===== src/rtl/serial_alu_sequencer_if.sv =====
// Request/response and bit-serial unit signals of serial_alu_sequencer.
// The sequencer uses the slave modport; the requester/unit side uses master.
interface serial_alu_sequencer_if #(
  parameter int WIDTH = 32
);
  logic             start_valid;
  logic             start_ready;
  logic [WIDTH-1:0] rs1;
  logic [WIDTH-1:0] rs2;
  logic [3:0]       func_in;
  logic [3:0]       func;
  logic             unit_rst;
  logic             opA;
  logic             opB;
  logic [5:0]       bitPos;
  logic             res_bit;
  logic             res_en;
  logic [WIDTH-1:0] result;
  logic             done;
  logic             overrun;

  modport slave (
    input  start_valid, rs1, rs2, func_in, res_bit, res_en,
    output start_ready, func, unit_rst, opA, opB, bitPos, result, done, overrun
  );

  modport master (
    output start_valid, rs1, rs2, func_in, res_bit, res_en,
    input  start_ready, func, unit_rst, opA, opB, bitPos, result, done, overrun
  );
endinterface


===== src/rtl/serial_alu_sequencer.sv =====
// Serialises an accepted operand pair LSB-first to the bit-serial units and reassembles the result.
// Optional: define SERIAL_SEQ_OVERRUN_EN to abort with a sticky overrun flag when bitPos wraps early.
module serial_alu_sequencer #(
  parameter int WIDTH = 32
) (
  input logic                   clk,
  input logic                   rst,
  serial_alu_sequencer_if.slave bus
);

  typedef enum logic [1:0] {IDLE, PRIME, RUN, DONE} state_t;

  state_t           state;
  logic [WIDTH-1:0] a_q;
  logic [WIDTH-1:0] b_q;
  logic [WIDTH-1:0] res_q;
  logic [3:0]       func_q;
  logic [5:0]       pos_q;
  logic [5:0]       cnt_q;
  logic             ready_q;
  logic             urst_q;
  logic             done_q;
  logic             capture;
  logic             last_capture;

  assign capture      = (state == RUN) && bus.res_en;
  assign last_capture = capture && (cnt_q == 6'd31);

`ifdef SERIAL_SEQ_OVERRUN_EN
  logic ovr_q;
`endif

  // NOTE: all state updates use non-blocking assignments so every register samples pre-edge values.
  always_ff @(posedge clk or posedge rst) begin
    if (rst) begin
      state   <= IDLE;
      a_q     <= '0;
      b_q     <= '0;
      res_q   <= '0;
      func_q  <= '0;
      pos_q   <= '0;
      cnt_q   <= '0;
      ready_q <= 1'b1;
      urst_q  <= 1'b0;
      done_q  <= 1'b0;
`ifdef SERIAL_SEQ_OVERRUN_EN
      ovr_q   <= 1'b0;
`endif
    end else begin
      urst_q <= 1'b0;
      done_q <= 1'b0;
      case (state)
        IDLE: begin
          if (bus.start_valid) begin
            a_q     <= bus.rs1;
            b_q     <= bus.rs2;
            func_q  <= bus.func_in;
            cnt_q   <= '0;
            pos_q   <= '0;
            ready_q <= 1'b0;
            urst_q  <= 1'b1;
`ifdef SERIAL_SEQ_OVERRUN_EN
            ovr_q   <= 1'b0;
`endif
            state   <= PRIME;
          end
        end
        PRIME: state <= RUN;
        RUN: begin
          pos_q <= pos_q + 6'd1;
          if (capture) begin
            res_q <= {bus.res_bit, res_q[WIDTH-1:1]};
            cnt_q <= cnt_q + 6'd1;
          end
          // A capture on the wrap edge still counts; only a short count on wrap is an overrun.
          if (last_capture) begin
            done_q <= 1'b1;
            state  <= DONE;
          end
`ifdef SERIAL_SEQ_OVERRUN_EN
          else if (pos_q == 6'd63) begin
            ovr_q  <= 1'b1;
            done_q <= 1'b1;
            state  <= DONE;
          end
`endif
        end
        DONE: begin
          ready_q <= 1'b1;
          state   <= IDLE;
        end
        default: state <= IDLE;
      endcase
    end
  end

  assign bus.start_ready = ready_q;
  assign bus.func        = func_q;
  assign bus.unit_rst    = urst_q;
  assign bus.bitPos      = pos_q;
  assign bus.result      = res_q;
  assign bus.done        = done_q;
  // Operand bits are driven only for phases 0..31 of RUN; upper phases present zeros.
  assign bus.opA = (state == RUN) && !pos_q[5] && a_q[pos_q[4:0]];
  assign bus.opB = (state == RUN) && !pos_q[5] && b_q[pos_q[4:0]];

`ifdef SERIAL_SEQ_OVERRUN_EN
  assign bus.overrun = ovr_q;
`else
  assign bus.overrun = 1'b0;
`endif

endmodule


===== src/flat_wrapper.sv =====
// flat-port wrapper written by rule: the top's interface ports become plain ports
module serial_alu_sequencer_flat 
#(
  parameter int WIDTH = 32
)
  (clk, rst, bus_start_valid, bus_rs1, bus_rs2, bus_func_in, bus_res_bit, bus_res_en, bus_start_ready, bus_func, bus_unit_rst, bus_opA, bus_opB, bus_bitPos, bus_result, bus_done, bus_overrun);
  serial_alu_sequencer_if #(.WIDTH(WIDTH)) bus_i ();
  input logic clk;
  input logic rst;
  input wire logic [$bits(bus_i.start_valid)-1:0] bus_start_valid;
  input wire logic [$bits(bus_i.rs1)-1:0] bus_rs1;
  input wire logic [$bits(bus_i.rs2)-1:0] bus_rs2;
  input wire logic [$bits(bus_i.func_in)-1:0] bus_func_in;
  input wire logic [$bits(bus_i.res_bit)-1:0] bus_res_bit;
  input wire logic [$bits(bus_i.res_en)-1:0] bus_res_en;
  output wire logic [$bits(bus_i.start_ready)-1:0] bus_start_ready;
  output wire logic [$bits(bus_i.func)-1:0] bus_func;
  output wire logic [$bits(bus_i.unit_rst)-1:0] bus_unit_rst;
  output wire logic [$bits(bus_i.opA)-1:0] bus_opA;
  output wire logic [$bits(bus_i.opB)-1:0] bus_opB;
  output wire logic [$bits(bus_i.bitPos)-1:0] bus_bitPos;
  output wire logic [$bits(bus_i.result)-1:0] bus_result;
  output wire logic [$bits(bus_i.done)-1:0] bus_done;
  output wire logic [$bits(bus_i.overrun)-1:0] bus_overrun;
  assign bus_i.start_valid = bus_start_valid;
  assign bus_i.rs1 = bus_rs1;
  assign bus_i.rs2 = bus_rs2;
  assign bus_i.func_in = bus_func_in;
  assign bus_i.res_bit = bus_res_bit;
  assign bus_i.res_en = bus_res_en;
  assign bus_start_ready = bus_i.start_ready;
  assign bus_func = bus_i.func;
  assign bus_unit_rst = bus_i.unit_rst;
  assign bus_opA = bus_i.opA;
  assign bus_opB = bus_i.opB;
  assign bus_bitPos = bus_i.bitPos;
  assign bus_result = bus_i.result;
  assign bus_done = bus_i.done;
  assign bus_overrun = bus_i.overrun;
  serial_alu_sequencer #(.WIDTH(WIDTH)) u_core (.clk(clk), .rst(rst), .bus(bus_i));
endmodule

===== config.mk =====
export PLATFORM = sky130hd
export DESIGN_NAME = serial_alu_sequencer_flat
export DESIGN_NICKNAME = d
export VERILOG_FILES = /design/src/rtl/serial_alu_sequencer_if.sv /design/src/rtl/serial_alu_sequencer.sv /design/src/flat_wrapper.sv
export SDC_FILE = /design/constraint.sdc
export NUM_CORES = 1
export LEC_CHECK = 0
export CAP_MARGIN = 20
export CORE_UTILIZATION = 35
export DETAILED_ROUTE_END_ITERATION = 6
export GPL_TIMING_DRIVEN = 1
export PLACE_DENSITY_LB_ADDON = 0.3
export SYNTH_ARGS = -nofsm -noshare
export SYNTH_HDL_FRONTEND = slang
export SYNTH_SLANG_ARGS = --single-unit

===== constraint.sdc =====
create_clock -name clk -period 4.9 [get_ports clk]
set_input_delay 0.98 -clock clk [delete_from_list [all_inputs] [get_ports clk]]
set_output_delay 0.98 -clock clk [all_outputs]
set_load 0.05 [all_outputs]

==> impl_metrics.yaml <==
power_and_ir_drop:
  power.switching_fraction_pct: 33.8
  seqPwrFrac_pct: 35.8
  pwr-share-comb_pct: 36.7
  power.density_mw_per_mm2: 629
  ir_drop_mv: 0.324
  clkPwrFrac_pct: 27.5
  switching_power_uw: 1520
  p_leak_uw: 0.00303
  p_int_uw: 2970
die:
  dieArea_mm2: 0.0155
  core_area_mm2: 0.0146
  initial_core_util_pct: 36.1
  num_rows: 44
  die_h_um: 125
  die_w_um: 125
  num_io_pins: 121
drt:
  drtIter0Drc: 149
  routed_wl_mm: 11.6
  detail_route.wl_per_cell_um: 17.1
  vias: 3389
  drc: 0
  first_pass_iters: 4
  via_per_inst: 4.98
  ant_nets: 0
global_route:
  first_global_vias: 3573
  grt_pass1_wl_mm: 19.0
  grt_overflow: 0
  grt_use_total_pct: 15.8
  grt_max_degree: 73
  antenna_found_initial: 0
job:
  cap_violations: 0
hold_path:
  holdPathStages: 1
  hp-start: "u_core.b_q[0]"
  hold_class: "flip-flop to flip-flop"
  hold_path_end: "u_core.b_q[0]"
critical_path:
  r2r-end: "u_core.a_q[26]"
  rr_startpoint: "u_core.state[0]"
  cp-end-kind: "primary output"
  arrival_ns: 3.08
  crit_type: "flip-flop to primary output"
  r2r_setup_slack_ns: 2.44
  path_max_fanout: 19
  worstSetupStartpointType: "flip-flop"
  r2r_cells: 6
  critPathRequiredTime_ns: 3.92
logic_synthesis:
  yosys_most_used_dff: "dfrtp_1"
  syn_inst: 367
  syn-num-nets: 446
  synth-async-reset-ratio_pct: 100
  postSynthAreaPerCell_um2: 14.3
  yosys-top-cells-area: "dfrtp_1, mux2_2, mux2i_1"
  synth_top_area_share_pct: 55.2
  synthDistinctLibCells: 47
  yosys_warnings: 0
  netlist_area_mm2: 0.00526
  synth_edf_count: 0
  synth_seq_area_share_pct: 55.7
  ys_ff_latch: 117
  yosys.area.top_type: "dfrtp_1"
clocking:
  cts_root_buf: "clkbuf_16"
  cts_buffer_depth: 2
  clkTransAtPathRegs_ns: 0.05
  cts_tree: "yes"
  cts_hold_buf: 0
  post_cts_buffers: 0
  clock-sinks: 117
  clk_latency_ns: 0.41
  htreeDepth: 4
  cts_inserted_buffers: 17
  postCtsResizedCells: 0
final_layout:
  antenna_cells: 0
  drive_gt1_share_pct: 28.2
  final_common_cell: "clkdlybuf4s50_1"
  areaGrowthSynthToFinish_pct: 35.6
  utilization_pct: 48.9
  nets: 565
  mostFrequentLayoutCells: "clkdlybuf4s50_1, dfrtp_1, mux2_2"
timing:
  min_period_ns: 4.06
  finClkSkew_ns: 0.00514
  drv_slew: 0
  rsz0062_at_grt: "false"
  tightest_slew_ns: 0.888
  holdWs_ns: 0.502
  slew_headroom_pct: 39.1
  max_freq_ghz: 0.247
  setup_tns_ns: 0
  hold_viol_final: 0
  finalSetupViolCount: 0
  fin_crit_sh_pct: 82.8
status:
  outcome: "finished clean"
placed_design:
  portBuffers: 119
  gp_congestion: 0.744
  hpwl_mm: 8.17
[registers in the layout, indices dropped and copies added (netlist names), 2 cells and up]
| register | cells |
|---|---|
| u_core.state | 2 |
| u_core.a_q | 32 |
| u_core.bus.func | 4 |
| u_core.bus.result | 32 |
| u_core.bus.bitPos | 6 |
| u_core.cnt_q | 6 |
| u_core.b_q | 32 |
[how the worst max path moves through the flow]
stage / start / endpoint / slack [ns] / cells after the start
2_1_floorplan: rst / u_core.a_q[0] / 0.82 / 1
3_3_place_gp: u_core.bus.bitPos[1] / bus_opB / 1.35 / 5
3_5_place_dp: u_core.bus.bitPos[1] / bus_opB / 1.24 / 5
4_1_cts: u_core.bus.bitPos[1] / bus_opB / 0.80 / 5
5_1_grt: u_core.bus.bitPos[1] / bus_opA / 0.67 / 5
6_report: u_core.bus.bitPos[1] / bus_opB / 0.84 / 5
[cells by family (layout without fill, tap and decap cells)]
group | after synthesis | count (layout) | share of synthesized area, %
xor+xnor | 2 | 2 | 0.333
mux | 131 | 131 | 29.5
flops | 117 | 117 | 55.7
buf+inv | 30 | 160 | 3.64
other cells | 1 | 1 | 0.0713
simple gates | 49 | 49 | 4.81
fa+ha+maj | 6 | 6 | 1.43
compound gates | 31 | 31 | 4.52
[cells in the mapped netlist, types with 3 or more instances]
cell,instances
a211oi_1,4
a22o_1,4
and3_1,3
buf_2,13
clkbuf_1,3
dfrtp_1,116
ha_1,6
inv_1,5
mux2_2,100
mux2i_1,22
mux4_1,4
mux4_2,4
nand2_1,13
nand2b_1,4
nand3_1,7
nor2_1,8
nor2b_1,5
o21ai_0,5
[worst max-delay path, cell delays in order (launching register included)]
cell and delay, ns:
dfrtp_1 0.76, nor2_1 0.20, a221oi_1 0.41, a211oi_1 0.14, a211oi_1 0.30, clkdlybuf4s50_1 0.87
[through the flow]
step,power [uW],instance area (um^2),instances,setup slack (ns)
floorplan,2830,5260,367,0.821
global placement,3230,6550,651,1.35
detailed placement,3290,6550,651,1.24
CTS,4540,7130,681,0.797
global route,4730,7130,681,0.672
finish,4490,7130,681,0.844
[power by group through the flow]
stage               clock, uW  sequential (uW)  combinational [uW]
floorplan                   0             1790                1040
global placement            0             1630                1600
detailed placement          0             1620                1660
CTS                      1260             1610                1670
global route             1300             1660                1770
finish                   1230             1610                1650
[routing by layer]
metal | track usage (%) | vias to the layer above | routed length (um)
met5 | 0 | - | 0
li1 | - | 1576 | -
met3 | 4.77 | 18 | 487
met1 | 20.3 | 1729 | 5300
met2 | 24.7 | 66 | 5640
met4 | 6.52 | 0 | 193
[layout make-up]
class                           instances  area, um^2
Tap cell                              184         230
Fill cell                            1235        7460
Sequential cell                       117        2930
Multi-Input combinational cell        220        2140
Timing Repair Buffer                  124        1230
Inverter                                6        25.0
Clock inverter                          9         130
Clock buffer                           21         450
(Power assumes the default switching activity.)
